<file path="config.mk">
export PLATFORM = sky130hd
export DESIGN_NAME = call_scheduler
export DESIGN_NICKNAME = d
export VERILOG_FILES = /design/src/rtl/call_scheduler_pkg.sv /design/src/rtl/call_scheduler_button_debounce.sv /design/src/rtl/call_scheduler.sv
export SDC_FILE = /design/constraint.sdc
export NUM_CORES = 1
export LEC_CHECK = 0
export ABC_AREA = 1
export CORE_ASPECT_RATIO = 0.9
export CORE_UTILIZATION = 27
export DETAILED_ROUTE_END_ITERATION = 7
export PLACE_DENSITY_LB_ADDON = 0.2
export SLEW_MARGIN = 10
export SYNTH_ARGS = -nofsm -noshare
export SYNTH_HDL_FRONTEND = slang
export SYNTH_HIERARCHICAL = 1
export SYNTH_SLANG_ARGS = --single-unit
</file>
<file path="constraint.sdc">
create_clock -name clk -period 2.9 [get_ports clk]
set_input_delay 0.58 -clock clk [delete_from_list [all_inputs] [get_ports clk]]
set_output_delay 0.58 -clock clk [all_outputs]
set_load 0.05 [all_outputs]
</file>
<file path="src/rtl/call_scheduler_pkg.sv">
// Shared floor labels, direction codes and scheduler state encoding for the
// elevator call scheduler and anything that talks to it.
package call_scheduler_pkg;

    localparam logic [1:0] F1    = 2'b00;
    localparam logic [1:0] F2    = 2'b01;
    localparam logic [1:0] F3    = 2'b10;
    localparam logic [1:0] F_INV = 2'b11;

    localparam logic [1:0] DIR_IDLE = 2'b00;
    localparam logic [1:0] DIR_UP   = 2'b01;
    localparam logic [1:0] DIR_DOWN = 2'b10;
    localparam logic [1:0] DIR_SOS  = 2'b11;

    typedef enum logic [1:0] {
        ST_IDLE = 2'b00,
        ST_UP   = 2'b01,
        ST_DOWN = 2'b10,
        ST_SOS  = 2'b11
    } state_t;

endpackage

</file>
<file path="src/rtl/call_scheduler_button_debounce.sv">
// Per-button debouncer: accepts a new level after it has been stable for
// DEBOUNCE_CYCLES cycles and emits one registered pulse on each rising level.
module button_debounce #(
    parameter int DEBOUNCE_CYCLES = 4,
    parameter int CNT_W           = 3
) (
    input  logic clk,
    input  logic rst,
    input  logic raw,
    output logic level,
    output logic press
);

    localparam logic [CNT_W-1:0] LAST = CNT_W'(DEBOUNCE_CYCLES - 1);

    logic [CNT_W-1:0] r_cnt;
    logic             r_level;
    logic             r_level_q;
    logic             r_press;

    always_ff @(posedge clk or posedge rst) begin
        if (rst) begin
            r_cnt     <= '0;
            r_level   <= 1'b0;
            r_level_q <= 1'b0;
            r_press   <= 1'b0;
        end else begin
            r_level_q <= r_level;
            r_press   <= r_level & ~r_level_q;
            // The count only advances while raw disagrees with the accepted level.
            if (raw == r_level) begin
                r_cnt <= '0;
            end else if (r_cnt == LAST) begin
                r_level <= raw;
                r_cnt   <= '0;
            end else begin
                r_cnt <= r_cnt + 1'b1;
            end
        end
    end

    assign level = r_level;
    assign press = r_press;

endmodule

</file>
<file path="src/rtl/call_scheduler.sv">
// Elevator call scheduler: debounced buttons feed a pending-request register,
// and a SCAN FSM picks the registered goal floor and travel direction.
module call_scheduler
    import call_scheduler_pkg::*;
#(
    parameter int DEBOUNCE_CYCLES = 4,
    parameter int CNT_W           = 3
) (
    input  logic       clk,
    input  logic       rst,
    input  logic       button1,
    input  logic       button2,
    input  logic       button3,
    input  logic [1:0] floor,
    input  logic       moving,
    input  logic       door_open,
    input  logic       sos_mode,
    output logic       led1,
    output logic       led2,
    output logic       led3,
    output logic [1:0] goal_floor,
    output logic       goal_valid,
    output logic [1:0] dir
);

    logic [2:0] w_raw;
    logic [2:0] w_level;
    logic [2:0] w_press;
    logic [2:0] w_accept;
    logic [2:0] w_at;
    logic [2:0] w_above;
    logic [2:0] w_below;
    logic [2:0] w_pend_next;
    logic       w_floor_ok;
    logic       w_any_above;
    logic       w_any_below;
    logic [1:0] w_low_above;
    logic [1:0] w_high_below;

    state_t     r_state, w_state_next;
    logic [2:0] r_pend;
    logic [1:0] r_goal, w_goal_next;
    logic [1:0] r_dir, w_dir_next;
    logic       r_goal_valid, w_valid_next;

    assign w_raw = {button3, button2, button1};

    for (genvar g = 0; g < 3; g++) begin : g_btn
        button_debounce #(
            .DEBOUNCE_CYCLES(DEBOUNCE_CYCLES),
            .CNT_W          (CNT_W)
        ) u_debounce (
            .clk  (clk),
            .rst  (rst),
            .raw  (w_raw[g]),
            .level(w_level[g]),
            .press(w_press[g])
        );
    end

    // A press only counts while its button is still debounced-high.
    assign w_accept   = w_press & w_level;
    assign w_floor_ok = (floor != F_INV);
    assign w_at[0]    = (floor == F1) & ~moving & door_open;
    assign w_at[1]    = (floor == F2) & ~moving & door_open;
    assign w_at[2]    = (floor == F3) & ~moving & door_open;

    // Clear wins over set, so a press at the floor being served is absorbed.
    always_comb begin
        w_pend_next = '0;
        if (!sos_mode) begin
            w_pend_next = (r_pend | ((r_state == ST_SOS) ? 3'b000 : w_accept)) & ~w_at;
        end
    end

    always_comb begin
        w_above = '0;
        w_below = '0;
        case (floor)
            F1:      w_above = r_pend & 3'b110;
            F2:      begin
                         w_above = r_pend & 3'b100;
                         w_below = r_pend & 3'b001;
                     end
            F3:      w_below = r_pend & 3'b011;
            default: ;
        endcase
    end

    assign w_any_above  = |w_above;
    assign w_any_below  = |w_below;
    assign w_low_above  = w_above[1] ? F2 : F3;
    assign w_high_below = w_below[1] ? F2 : F1;

    always_comb begin
        w_state_next = r_state;
        w_goal_next  = r_goal;
        w_dir_next   = r_dir;
        w_valid_next = r_goal_valid;
        if (sos_mode) begin
            w_state_next = ST_SOS;
            w_goal_next  = F1;
            w_dir_next   = DIR_SOS;
        end else if (w_floor_ok) begin
            if (r_state == ST_SOS) begin
                w_state_next = ST_IDLE;
                w_goal_next  = floor;
                w_dir_next   = DIR_IDLE;
            end else if (w_any_above && (r_state != ST_DOWN || !w_any_below)) begin
                // Keep going the current way while work remains in that direction.
                w_state_next = ST_UP;
                w_goal_next  = w_low_above;
                w_dir_next   = DIR_UP;
            end else if (w_any_below) begin
                w_state_next = ST_DOWN;
                w_goal_next  = w_high_below;
                w_dir_next   = DIR_DOWN;
            end else begin
                w_state_next = ST_IDLE;
                w_goal_next  = floor;
                w_dir_next   = DIR_IDLE;
            end
        end
        if (sos_mode || w_floor_ok) begin
            w_valid_next = (w_goal_next != floor);
        end
    end

    always_ff @(posedge clk or posedge rst) begin
        if (rst) begin
            r_state      <= ST_IDLE;
            r_pend       <= '0;
            r_goal       <= F1;
            r_dir        <= DIR_IDLE;
            r_goal_valid <= 1'b0;
        end else begin
            r_state      <= w_state_next;
            r_pend       <= w_pend_next;
            r_goal       <= w_goal_next;
            r_dir        <= w_dir_next;
            r_goal_valid <= w_valid_next;
        end
    end

    assign led1       = r_pend[0];
    assign led2       = r_pend[1];
    assign led3       = r_pend[2];
    assign goal_floor = r_goal;
    assign goal_valid = r_goal_valid;
    assign dir        = r_dir;

endmodule

</file>
* Word-level counts from Yosys, hierarchy flattened *
Cells that the tools add are included.

word-level totals
  bits of input ports = 10
  memory bits (read-only) = 0
  memories kept = 0
  RAM bits = 0
  register bits = 26
  latch bits = 0
  logic and storage cells = 84

operators by class
  equal/unequal tests = 12
  $mul = 0
  $add $sub $neg = 3
  muxes and demuxes = 22
  bitwise gates (word level) = 20
  magnitude comparators = 0
  divide/modulo/power cells = 0
  reductions and logical operators = 11
  shifts and indexed selects = 0

operator list
  kind                                                                   count
  3-bit 2-to-1 mux                                                       8
  2-bit 2-to-1 mux                                                       11
  3-bit by 1-bit adder with 3-bit output, second input constant          3
  1-bit AND                                                              9
  3-bit by 2-bit equality test with 1-bit output, second input constant  3
  1-bit NOT                                                              7
  3-bit AND                                                              2
  3-bit one-hot mux with 2 select lines                                  1
  2-bit AND reduction                                                    3
  3-bit OR reduction                                                     2
  2-bit equality test, second input constant                             2
  2-bit inequality test, second input constant                           2
  2-bit one-hot mux with 2 select lines                                  1
  1-bit equality test                                                    3
  3-bit NOT                                                              1
  3-bit OR                                                               1
  2-bit by 1-bit equality test with 1-bit output, second input constant  1
  2-bit logical NOT                                                      1
  1-bit logical OR                                                       2
  2-bit inequality test                                                  1
  2-bit nonzero test                                                     1
  1-bit logical AND                                                      1
  1-bit logical NOT                                                      1
  1-bit 2-to-1 mux                                                       1

* Logic depth before layout (Yosys ltp) *
Gate-level depths: netlist of the first run.

  word-level depth = 11
  mapped depth = 15
  mapped depth without buffers = 15

* Hierarchy *
Netlist of the first run, hierarchy kept.

by module, submodules not included
  module           sequential area each (um^2)  cells each  times used  area each (um^2)
  button_debounce  150.1                        27          3           246.5
  call_scheduler   200.2                        79          1           608.1

* Worst setup path after synthesis of the first run *
Ideal clock, no wire load.

  path kind = input to register
  from = input floor[1]
  to = register r_goal_valid (netlist: goal_valid)
  data required time = 2.782 ns
  path slack = 1.111 ns
  library setup time = 0.118 ns
  buffers on the path = 0
  stages = 15
  arrival = 1.671 ns
  path through = inv_1 -> ha_1 -> nand2_1 -> inv_2 -> nand2_4 -> nand2_4 -> nand2_4 -> nand2_2 -> nand2_1 -> nand2_1 -> nand2_1 -> nand2_1 -> nand3_1 -> nor2_1 -> nor2_1

on the way
  cells in the longest elaborated chain, start to end = 11

RTL lines
  element                                                                                line                   source
  start, declared                                                                        call_scheduler.sv:14   input logic [1:0] floor,
  2-bit equality test or 2-bit by 1-bit equality test with 1-bit output (tied branches)  call_scheduler.sv:79   case (floor)
  2-bit one-hot mux with 2 select lines                                                  call_scheduler.sv:79
  3-bit OR reduction                                                                     call_scheduler.sv:91   assign w_any_below = |w_below;
  1-bit logical NOT                                                                      call_scheduler.sv:109  end else if (w_any_above && (r_state != ST_DOWN || !w_any_below)) begin
  1-bit logical OR                                                                       call_scheduler.sv:109
  1-bit logical AND                                                                      call_scheduler.sv:109
  2-bit 2-to-1 mux                                                                       call_scheduler.sv:109
  2-bit 2-to-1 mux                                                                       call_scheduler.sv:105  if (r_state == ST_SOS) begin
  2-bit 2-to-1 mux                                                                       call_scheduler.sv:104  end else if (w_floor_ok) begin
  2-bit 2-to-1 mux                                                                       call_scheduler.sv:100  if (sos_mode) begin
  2-bit inequality test                                                                  call_scheduler.sv:125  w_valid_next = (w_goal_next != floor);
  end signal, assigned                                                                   call_scheduler.sv:141  r_goal_valid <= w_valid_next;
  end, declared                                                                          call_scheduler.sv:44   logic r_goal_valid, w_valid_next;

Parallel ways exist; a longest one is shown, timed or not.
A chain may end at the register's enable or synchronous reset.

* Worst setup path in the final report of the first run *
  from = input floor[0]
  to = register r_goal_valid (netlist: goal_valid)

on the way
  cells in the longest elaborated chain, start to end = 11

RTL lines
  element                                                                                line                   source
  2-bit equality test or 2-bit by 1-bit equality test with 1-bit output (tied branches)  call_scheduler.sv:79
  2-bit one-hot mux with 2 select lines                                                  call_scheduler.sv:79
  3-bit OR reduction                                                                     call_scheduler.sv:91
  1-bit logical NOT                                                                      call_scheduler.sv:109
  1-bit logical OR                                                                       call_scheduler.sv:109
  1-bit logical AND                                                                      call_scheduler.sv:109
  2-bit 2-to-1 mux                                                                       call_scheduler.sv:109
  2-bit 2-to-1 mux                                                                       call_scheduler.sv:105
  2-bit 2-to-1 mux (*)                                                                   call_scheduler.sv:104
  2-bit 2-to-1 mux (*)                                                                   call_scheduler.sv:100
  via w_goal_next[1]                                                                     call_scheduler.sv:42   logic [1:0] r_goal, w_goal_next;
  2-bit inequality test (*)                                                              call_scheduler.sv:125

The timed path passes the listed nets; every way through them passes the cells marked *.

==> results of run 1 <==
[power by group]
group	switching (mW)	internal (mW)
registers	0.0733	0.475
logic	0.236	0.147
clock network	0.105	0.121
total	0.414	0.742
[cell type report]
| class | instances | area (um2) | share of cell area (%) |
|---|---|---|---|
| Multi-Input combinational cell | 103 | 581 | 35.1 |
| Timing Repair Buffer | 17 | 170 | 10.3 |
| Inverter | 31 | 116 | 7.03 |
| Sequential cell | 26 | 651 | 39.3 |
| Clock buffer | 4 | 55.1 | 3.33 |
| Tap cell | 65 | 81.3 | 4.92 |
[flip-flops by register name (all words and copies together) (netlist names)]
register and count:
g_btn.u_debounce/press 3, g_btn.u_debounce/r_level_q 3, dir 2, r_pend 3
g_btn.u_debounce/r_cnt 9, g_btn.u_debounce/level 3, goal_floor 2, goal_valid 1
[through the flow]
step                      utilization (%)  cell area, um2  hold WS (ps)  instances  power, mW
after CTS                            34.2            1650           404        246       1.18
final                                34.2            1650           398        246       1.16
after detailed placement             33.1            1600           392        242      0.945
after global placement               33.1            1600           382        242      0.924
after global routing                 34.2            1650           408        246       1.26
after floorplan                         -            1350           371        160      0.825
[worst max-delay path, delay by kind of cell]
kind	cells	cell delay (ps)
buffers and inverters	3	790
and+or+nand+nor	11	800
AOI/OAI and AO/OA	1	120
adders and majority gates	1	320
[cell families after synthesis]
group | synth area share, %
flops | 48.3
compound gates | 6.04
simple gates | 30.5
fa+ha+maj | 6.50
buf+inv | 8.64
[placed cells by master, fill, tap and decap left out, drive strengths merged, types with 2 or more instances in the layout]
| master | instances |
|---|---|
| nor3 | 2 |
| clkdlybuf4s50 | 17 |
| nor2 | 21 |
| inv | 31 |
| nand3 | 8 |
| nand2 | 53 |
| dfrtp | 26 |
| a31oi | 3 |
| ha | 7 |
| clkbuf | 4 |
| a21oi | 3 |
[final timing paths]
| kind | depth (start not counted) | slack, ps | endpoint |
|---|---|---|---|
| hold reg to reg | 1 | 400 | g_btn[0].u_debounce/press |
| setup / recovery | 16 | 500 | goal_valid |
| hold / removal | 1 | 400 | g_btn[0].u_debounce/press |
| max in group asynchronous | 2 | 1970 | r_pend[1] |
| min in group asynchronous | 2 | 640 | g_btn[2].u_debounce/press |
| setup reg to reg | 10 | 1410 | goal_valid |
[per-layer routing]
layer  vias to the layer above  global-route usage (%)  part of all wire, %
li1                        527                       -                    -
met1                       500                    14.4                   47
met2                        13                    19.7                   50
met3                         2                    1.85                  2.5
met4                         0                    5.13                  1.1
met5                         -                       0                    0
==> impl_metrics.ini, run 1 <==
[floorplanning]
io_pins = 18
rows = 24
start_util_pct = 27.9
die_area_mm2 = 0.00528
die_h_um = 69.0
core_area_mm2 = 0.00483
die_w_um = 76.5

[power]
ir_drop_mv = 0.231
p_leak_nw = 0.858
pwr_density_cell_mw_per_mm2 = 699

[place]
routabilityCongestion = 0.771
dp_hpwl_um = 2230
portBuffers = 17
post-place-ws_ps = 243

[timing]
hold_viol = 0
worst_slack_ps = 498
max_freq_ghz = 0.416
relSlewSlack_pct = 66.3
period_share_pct = 82.8
finalSetupViolCount = 0
grt_setup_unrepaired = no
fin_skew_ps = 4.60
layout_min_cycle_time_ps = 2400
tns_ps = 0
worstMarginPinSlew_ps = 504
finalMaxSlewViolations = 0

[global_route]
grt_max_degree = 15
grt_usage_pct = 11.6
globalRouteOverflowTotal = 0
grt_pass1_vias = 1083
antenna_found_initial = 0
grt_pass1_wl_um = 4810

[clock_tree]
cts_setup_buffers = 0
htreeDepth = 1
cts_tree = done
clk_pin_slew_ps = 90
cts_hold_buf = 0
clk_latency_ps = 260
cts_root_buf = clkbuf_8
post_cts_resized = 0
clkSinkCount = 26
cts_made_buffers = 3
cts_buffer_depth = 2

[detailed_routing]
drc_errors = 0
num_vias = 1042
wire_per_inst_um = 11.1
drt_pass1_iterations = 4
antenna_left = 0
avgViaCountPerCell = 4.24
wl_um = 2730
drtIter0Drc = 66

[status]
outcome = completed

[logic_synthesis]
ys_top_cells_by_count = nand2_1, dfrtp_1, inv_1, nor2_1, nand2_2
ys.flop_type = dfrtp_1
ys_top_cells_by_area = dfrtp_1, nand2_1, nand2_2
postSynthNetCount = 177
synth-seq-cells = 26
syn_inst = 160
yosysMostFrequentCell = nand2_1
ys_warn_count = 6
synthDominantCellAreaShare_pct = 48.3
syn-cell-area_mm2 = 0.00135
avgSynthCellArea_um2 = 8.42
synth_top_area_cell = dfrtp_1
ys_seq_area_share_pct = 48.3
ys_types = 21
async_flop_share_pct = 100
synth-edff-count = 0

[setup_path]
cp-start-kind = primary input
regToRegStartpoint = dir[0]
required_ps = 3100
startpoint = floor[0]
crit_slowest_cell = clkdlybuf4s50_1
timing_worst_setup_path_type = primary input to register
critical-path-max-stage-delay_ps = 620
path_cells = clkdlybuf4s50_1, inv_1, ha_1, nand2_1, inv_2, nand2_4, nand2_4, nand2_4, nand3_2, nand2_1, nand2_2, o21bai_4, nand2_1, nand2_1, nor2_1, nor2_1
critPathMaxFanout = 6
arrival_ps = 2600
end_kind = register
path_common_cell = nand2_1

[min_path]
hp-start = g_btn[0].u_debounce/r_level_q
hold_class = register to register

[layout]
syn_to_final_growth_pct = 22.7
drive_gt1_share_pct = 18.8
antenna_cells = 0
fillers = 493
nets = 199

[flow_run]
maxCapViolations = 0
Power figures use the tool's default switching activity.
==> inputs of run 2 (changes only) <==
==> constraint.sdc (replaced) <==
create_clock -name clk -period 2.38 [get_ports clk]
set_input_delay 0.476 -clock clk [delete_from_list [all_inputs] [get_ports clk]]
set_output_delay 0.476 -clock clk [all_outputs]
set_load 0.05 [all_outputs]
==> run 2 against run 1 <==
  * Power up 22%
  * Hold slack lost 2.7 ps
  * Clock power grew 24%
  * Sequential power is 22% higher
  * Global-route usage shrank 0.78 points
  * Cell count rose by 1.2%
  * Count of clock-buffer cells in the layout stayed put
  * Clock skew up 2.2 ps
  * Critical path type unchanged
  * Largest cell class unchanged
  * Largest power group unchanged
  * Highest routed layer unchanged
==> impl_metrics.ini, run 2 (synthesis results as in run 1) <==
[floorplanning]
io_pins = 18
rows = 24
start_util_pct = 27.9
die_h_um = 69.0
die_area_mm2 = 0.00528
die_w_um = 76.5
core_area_mm2 = 0.00483

[setup_path]
cp-start-kind = primary input
ff2ff_path_depth = 10
arrival_ps = 2280
critPathMaxFanout = 4
required_ps = 2580
timing_worst_setup_path_type = primary input to register
end_kind = register

[layout]
utilization_pct = 34.7
final_cell_mix = nand2_1, dfrtp_1, inv_1
drive_gt1_share_pct = 20.1
antenna_cells = 0
top_register = g_btn.u_debounce/r_cnt
syn_to_final_growth_pct = 24.4
largest_register_ffs = 9
nets = 202
final_cells = 249
final_common_cell = nand2_1

[status]
outcome = completed

[timing]
hold_viol = 0
layout_min_cycle_time_ps = 2080
max_freq_ghz = 0.481
fin_skew_ps = 6.81
period_share_pct = 87.3
worstMarginPinSlew_ps = 503
tns_ps = 0
grt_setup_unrepaired = no
relSlewSlack_pct = 66.4
finalMaxSlewViolations = 0
finalSetupViolCount = 0
hold_slack_ps = 395

[detailed_routing]
num_vias = 1034
drc_errors = 0
drtIter0Drc = 23
wl_um = 2560
avgViaCountPerCell = 4.15
antenna_left = 0
wire_per_inst_um = 10.3
drt_pass1_iterations = 4

[power]
p_leak_nw = 0.873
ir_drop_mv = 0.324
pwr_density_cell_mw_per_mm2 = 843

[min_path]
hold_class = register to register
hold_depth = 1

[global_route]
grt_pass1_vias = 1056
grt_max_degree = 15
grt_pass1_wl_um = 4520
antenna_found_initial = 0
globalRouteOverflowTotal = 0
grt_usage_pct = 10.8

[place]
routabilityCongestion = 0.816
portBuffers = 17
dp_hpwl_um = 2150
dp_cells = 245

[clock_tree]
cts_buffer_depth = 2
htreeDepth = 1
cts_hold_buf = 0
cts_tree = done
clk_pin_slew_ps = 90
cts_root_buf = clkbuf_8
clkSinkCount = 26
clk_latency_ps = 270
cts_setup_buffers = 0
post_cts_resized = 0
cts_made_buffers = 3

[flow_run]
maxCapViolations = 0
[run 2: cell types whose count changed in the layout (fill, tap and decap cells not counted), sizes merged]
cell  before  now
buf        0    3
[run 2: cell type report]
cell class | count | area, um2
clock buffers | 4 | 55.1
fillers | 509 | 3160
inverters | 31 | 116
multi-input cells | 103 | 581
flip-flops and latches | 26 | 651
well taps | 65 | 81.3
repair buffers | 20 | 193
[run 2: critical path, stage by stage]
cell and delay [ps]:
clkdlybuf4s50_1 500, inv_1 90, ha_1 300, nand2_1 80
inv_2 40, nand2_4 70, nand2_4 50, nand2_4 70
nand3_2 80, nand2_1 100, nand2_2 70, o21bai_4 110
nand2_1 60, nand2_1 60, nor2_1 40, nor2_1 80
[run 2: per-stage QoR]
step                cell area (um2)  power [mW]  setup WS (ps)
finish                         1680        1.41            303
global route                   1680        1.53            107
CTS                            1680        1.44            294
detailed placement             1620        1.15           17.1
global placement               1620        1.13           59.3
floorplan                      1350        1.01            695
[run 2: power breakdown]
group	total [mW]	internal, mW	switching (mW)	leakage, nW
clock	0.280	0.148	0.132	0.0288
sequential	0.667	0.578	0.0888	0.330
combinational	0.467	0.180	0.286	0.513
total	1.41	0.906	0.508	0.873
[run 2: worst paths after layout]
kind                                          startpoint                        end  slack, ps
max                                             floor[0]                 goal_valid        300
min                        g_btn[2].u_debounce/r_level_q  g_btn[2].u_debounce/press        400
max reg2reg                                       dir[0]                 goal_valid        960
min reg2reg                g_btn[2].u_debounce/r_level_q  g_btn[2].u_debounce/press        400
max in group asynchronous                            rst              goal_floor[1]       1550
min in group asynchronous                            rst  g_btn[2].u_debounce/press        540
[run 2: routing by layer]
metal  wire length [um]  track usage [%]  vias up  share of wire [%]
li1                   -                -      537                  -
met1               1190             12.6      480                 47
met2               1250             19.0       15                 49
met3                105             3.58        2                4.1
met4                 17             2.56        0               0.66
met5                  0                0        -                  0
